<file path="config.mk">
export PLATFORM = sky130hd
export DESIGN_NAME = fir_seq_mac
export DESIGN_NICKNAME = d
export VERILOG_FILES = /design/src/rtl/fir_seq_mac.sv
export SDC_FILE = /design/constraint.sdc
export NUM_CORES = 1
export LEC_CHECK = 0
export ABC_AREA = 1
export ABC_CLOCK_PERIOD_IN_PS = 30600
export CORE_ASPECT_RATIO = 1.5
export CORE_MARGIN = 4
export CORE_UTILIZATION = 50
export CTS_CLUSTER_DIAMETER = 50
export DETAILED_ROUTE_END_ITERATION = 10
export DONT_BUFFER_PORTS = 1
export SLEW_MARGIN = 10
export SYNTH_ARGS = -nofsm -noshare
export SYNTH_HDL_FRONTEND = slang
export SYNTH_SLANG_ARGS = --single-unit
</file>
<file path="constraint.sdc">
create_clock -name clk -period 30.6 [get_ports clk]
set_input_delay 6.12 -clock clk [delete_from_list [all_inputs] [get_ports clk]]
set_output_delay 6.12 -clock clk [all_outputs]
set_load 0.05 [all_outputs]
</file>
<file path="src/rtl/fir_seq_mac.sv">
// Time-multiplexed signed FIR: a single multiplier-accumulator is reused for TAPS cycles per sample.
// Latency: a tick in cycle T produces an out_valid pulse in cycle T+TAPS+1; idle again from T+TAPS+2.
// Backpressure: none. A tick while busy is discarded and flagged by a one-cycle sample_drop pulse.
//
// Ports:
//   clk, rst        - clock, synchronous active-high reset
//   sample_tick     - one-cycle strobe qualifying value_in
//   value_in        - signed input sample (DATA_W)
//   coef_we/addr/data - runtime coefficient write (idle only, never together with a tick)
//   value_out       - signed filtered result, held until the next result
//   out_valid       - one-cycle pulse when value_out updates
//   busy            - high while a sample is being processed
//   sample_drop     - one-cycle pulse, cycle after a tick that arrived while busy
//
// Build option: define FIR_SAT_EN to saturate the result to the signed DATA_W range;
// otherwise the result is truncated (two's-complement wrap).
module fir_seq_mac #(
    parameter int DATA_W    = 16,
    parameter int COEF_W    = 16,
    parameter int TAPS      = 8,
    parameter int ACC_W     = 40,
    parameter int OUT_SHIFT = 0
) (
    input  logic                       clk,
    input  logic                       rst,
    input  logic                       sample_tick,
    input  logic signed [DATA_W-1:0]   value_in,
    input  logic                       coef_we,
    input  logic [$clog2(TAPS)-1:0]    coef_addr,
    input  logic signed [COEF_W-1:0]   coef_data,
    output logic signed [DATA_W-1:0]   value_out,
    output logic                       out_valid,
    output logic                       busy,
    output logic                       sample_drop
);

    localparam int AW = $clog2(TAPS);
    localparam int PW = DATA_W + COEF_W;

    // Address limit one bit wider than coef_addr so non-power-of-two TAPS can be range-checked.
    localparam logic [AW:0] TAPS_LIM = (AW+1)'(TAPS);
    localparam logic [AW-1:0] LAST_IDX = AW'(TAPS - 1);

    typedef enum logic [1:0] {
        S_IDLE = 2'd0,
        S_MAC  = 2'd1,
        S_OUT  = 2'd2
    } state_t;

    state_t                    r_state;
    logic signed [DATA_W-1:0]  r_x    [TAPS];
    logic signed [COEF_W-1:0]  r_coef [TAPS];
    logic signed [ACC_W-1:0]   r_acc;
    logic [AW-1:0]             r_idx;
    logic signed [DATA_W-1:0]  r_value_out;
    logic                      r_out_valid;
    logic                      r_busy;
    logic                      r_sample_drop;

    logic signed [PW-1:0]      w_prod;
    logic signed [ACC_W-1:0]   w_prod_ext;
    logic signed [ACC_W-1:0]   w_acc_next;
    logic signed [ACC_W-1:0]   w_shifted;
    logic signed [DATA_W-1:0]  w_result;
    logic                      w_coef_wr;

    assign w_prod     = r_x[r_idx] * r_coef[r_idx];
    assign w_prod_ext = {{(ACC_W-PW){w_prod[PW-1]}}, w_prod};
    assign w_acc_next = r_acc + w_prod_ext;
    // Finalisation works on the accumulator including the last product so the
    // result can be registered on the same edge that leaves the MAC state.
    assign w_shifted  = w_acc_next >>> OUT_SHIFT;

`ifdef FIR_SAT_EN
    localparam logic signed [ACC_W-1:0] SAT_MAX = {{(ACC_W-DATA_W+1){1'b0}}, {(DATA_W-1){1'b1}}};
    localparam logic signed [ACC_W-1:0] SAT_MIN = {{(ACC_W-DATA_W+1){1'b1}}, {(DATA_W-1){1'b0}}};

    always_comb begin
        w_result = w_shifted[DATA_W-1:0];
        if (w_shifted > SAT_MAX) begin
            w_result = {1'b0, {(DATA_W-1){1'b1}}};
        end else if (w_shifted < SAT_MIN) begin
            w_result = {1'b1, {(DATA_W-1){1'b0}}};
        end
    end
`else
    logic w_unused_hi;

    assign w_result    = w_shifted[DATA_W-1:0];
    // Bits above DATA_W are intentionally discarded in wrap mode.
    assign w_unused_hi = ^w_shifted[ACC_W-1:DATA_W];
`endif

    // Coefficients only change between samples, so a computation never sees a mixed set.
    assign w_coef_wr = coef_we && !sample_tick && (r_state == S_IDLE)
                       && ({1'b0, coef_addr} < TAPS_LIM);

    always_ff @(posedge clk) begin
        if (rst) begin
            r_state       <= S_IDLE;
            r_acc         <= '0;
            r_idx         <= '0;
            r_value_out   <= '0;
            r_out_valid   <= 1'b0;
            r_busy        <= 1'b0;
            r_sample_drop <= 1'b0;
            for (int k = 0; k < TAPS; k++) begin
                r_x[k]    <= '0;
                r_coef[k] <= (k == 0) ? COEF_W'(1) : COEF_W'(0);
            end
        end else begin
            r_out_valid   <= 1'b0;
            r_sample_drop <= sample_tick && (r_state != S_IDLE);
            case (r_state)
                S_IDLE: begin
                    if (sample_tick) begin
                        r_x[0] <= value_in;
                        for (int k = 1; k < TAPS; k++) begin
                            r_x[k] <= r_x[k-1];
                        end
                        r_acc   <= '0;
                        r_idx   <= '0;
                        r_busy  <= 1'b1;
                        r_state <= S_MAC;
                    end else if (w_coef_wr) begin
                        r_coef[coef_addr] <= coef_data;
                    end
                end
                S_MAC: begin
                    r_acc <= w_acc_next;
                    r_idx <= r_idx + 1'b1;
                    if (r_idx == LAST_IDX) begin
                        r_value_out <= w_result;
                        r_out_valid <= 1'b1;
                        r_state     <= S_OUT;
                    end
                end
                S_OUT: begin
                    r_busy  <= 1'b0;
                    r_state <= S_IDLE;
                end
                default: begin
                    r_busy  <= 1'b0;
                    r_state <= S_IDLE;
                end
            endcase
        end
    end

    assign value_out   = r_value_out;
    assign out_valid   = r_out_valid;
    assign busy        = r_busy;
    assign sample_drop = r_sample_drop;

endmodule

</file>
==> results.md <==
- Outcome: completed
- Largest net degree at the start of global routing: 98
- Syn Nets: 2458
- I/O pins: 58
- R2R setup slack: 22.72 ns
- Synth top area share: 0.411
- RePlAce Congestion: 0.874
- P_int: 964 uW
- Worst-margin pin slew: 1.04 ns
- Combinational Power Share: 0.520
- Kind of end point of the critical path: register
- Routed length per placed instance: 17.6 um
- RSZ-0062 raised after global routing: false
- Vias in the first global route: 13600
- Slowest stage delay, CP: 0.70 ns
- Final Util: 0.537
- Crit Path Class: input pin to register
- DRT iter0 DRCs: 1172
- Mapped Cells: 2258
- Gr ovfl total: 0
- Share of layout cells above drive strength 1: 0.0366
- Synth warn: 0
- Fin Setup TNS: 0 ns
- Max Cap Violations: 0
- Fin Clk Skew: 0.0163 ns
- Syn avg cell area: 8.29 um^2
- Critical path's top delay family: simple AND/OR/NAND/NOR gates
- Place WS: 22.02 ns
- PostCTS Resize Cnt: 0
- Root Buffer: clkbuf_16
- Synthesized area: 18700 um^2
- NetSw: 734 uW
- Antenna violations before repair: 0
- Max Buffers Root-to-Sink: 3
- CTS tree: done
- Yosys top cell by area: edfxtp_1
- Core footprint: 36900 um^2
- Synth Area in XOR/XNOR: 0.00609
- Chip width: 166 um
- Synth Flop Type: edfxtp_1
- Clk_lat worst skew: 0.56 ns
- Final nets: 2417
- Hold crit path type: register to register
- Final Routed Wirelength: 48.0 mm
- Hold WS: 0.465 ns
- Most frequent cells after synthesis: nand2_1, inv_1, nor2_1
- Worst Path Required: 30.78 ns
- Mux cell area share after synthesis: 0
- Hold_buf cts: 0
- Critical path fanouts, max: 68
- Worst path most repeated cell: nand2_1
- Simple-gate share of the synthesized area: 0.243
- Most frequent cell after synthesis: nand2_1
- Final period utilization: 0.262
- Top post-synthesis cells by area: edfxtp_1, nand2_1, fa_1
- Post-layout minimum cycle time: 8.01 ns
- Clock network power share: 0.196
- Dpl hpwl: 34.2 mm
- Worst Path Arrival: 8.19 ns
- Initial Utilization: 0.507
- # Post-CTS Setup Buffers: 0
- Ant. Diodes: 0
- First-pass GRT wire length: 74.6 mm
- Rows: 86
- ANT nets after route: 0
- Seq pwr share: 0.284
- Via count: 13900
- CP startpoint kind: input pin
- Cell chain of the critical path: inv_1 > nand4_1 > nor2_1 > nand2_1 > nand2_1
- Worst path slowest cell: nand2_1
- Final instance area: 19800 um^2
- Worst-path clk slew: 0.06 ns
- Worst vdd ir: 0.192 mV
- Fmax: 125 MHz
- Register area share after synthesis: 0.457
- Avg Vias per Cell: 5.11
- Area growth syn-to-layout: 5.85%
- Sink Count: 299
- Final setup vio count: 0
- Final Hold Viols: 0
- Post-Synth Adder-Cell Area: 0.145
- First drt pass iteration count: 5
- Fillers: 3532
- # H-tree levels: 1
- Switching share of power: 0.432
- Slew Limit Headroom: 0.306
- Pwr Density: 85.8 nW/um^2
- Die Y: 245 um
- Worst Slack Setup Final: 22.59 ns
- DP Area: 18900 um^2
- Max Slew Vio Count: 0
- Post-synth EDFFs: 256
- Area of the die: 40600 um^2
- Compound-Gate Fraction of Synth Area: 0.0306
- Gr usage total: 0.235
- Distinct cells, synth: 39
- Total CTS buffers: 29
- Bufs and invs on worst path: 1
- Fraction of registers with async set/reset: 0
- Main combinational cell family by area after synthesis: simple AND/OR/NAND/NOR gates
- Flops & latches, synth: 299
- DRC viols: 0
- Input/output buffers: 0
- Pleak: 9.52 nW
power by group through the flow:
stage / Clock, mW / Combinational (mW) / Sequential (mW)
6_report: 0.333 / 0.883 / 0.482
5_1_grt: 0.359 / 1.01 / 0.484
4_1_cts: 0.341 / 0.899 / 0.482
3_5_place_dp: 0 / 0.895 / 0.491
3_3_place_gp: 0 / 0.873 / 0.490
2_1_floorplan: 0 / 0.635 / 0.488
worst min-delay path, stage by stage, from the launching register on:
cell and delay, ns:
dfxtp_1 0.31, nand2_1 0.06, a21oi_1 0.05
registers in the layout, indices dropped and copies added, names as in the netlist, named ones only:
| register | flops |
|---|---|
| out_valid | 1 |
| busy | 1 |
| r_acc | 16 |
| r_state | 2 |
| r_idx | 3 |
| r_x | 128 |
| value_out | 16 |
| r_coef | 128 |
| sample_drop | 1 |
path summary, 6_finish.rpt:
kind	startpoint	end	cells after the start
max	rst	r_coef[5][11]	5
min	r_acc[4]	r_acc[4]	2
max reg2reg	register	value_out[15]	31
min reg2reg	r_acc[4]	r_acc[4]	2
logic make-up after synthesis:
kind of cell             Yosys count
adder cells (fa/ha/maj)          161
buffers and inverters            545
XOR/XNOR                          13
AND/OR/NAND/NOR                 1137
flip-flops                       299
AO/OA/AOI/OAI                    103
area by class of cell:
cell class | count | area (um^2) | share of cell area
clock buffers | 40 | 767 | 0.0387
repair buffers | 11 | 82.6 | 0.00417
well taps | 484 | 606 | 0.0306
inverters | 462 | 1740 | 0.0877
flip-flops and latches | 299 | 8550 | 0.432
multi-input cells | 1414 | 7960 | 0.402
clock inverters | 13 | 95.1 | 0.00480
cells in the final DEF (no fill, tap or decap), types with 21 or more instances in the layout:
cell         n
nand3_1    135
inv_1      454
o21ai_0     21
dfxtp_1     41
fa_1        93
clkbuf_16   29
nor2_1     395
edfxtp_1   256
a21oi_1     48
nand2_1    571
ha_1        68
metal layers:
layer,track usage,part of all wire,up-vias
li1,-,-,6791
met1,0.279,0.38,6620
met2,0.421,0.52,393
met3,0.0317,0.053,113
met4,0.112,0.053,0
met5,0,0,-
stage by stage:
stage / power (mW) / instances
6_report: 1.70 / 2723
5_1_grt: 1.85 / 2723
4_1_cts: 1.72 / 2723
3_5_place_dp: 1.39 / 2670
3_3_place_gp: 1.36 / 2670
2_1_floorplan: 1.12 / 2258
(Power assumes the default switching activity.)
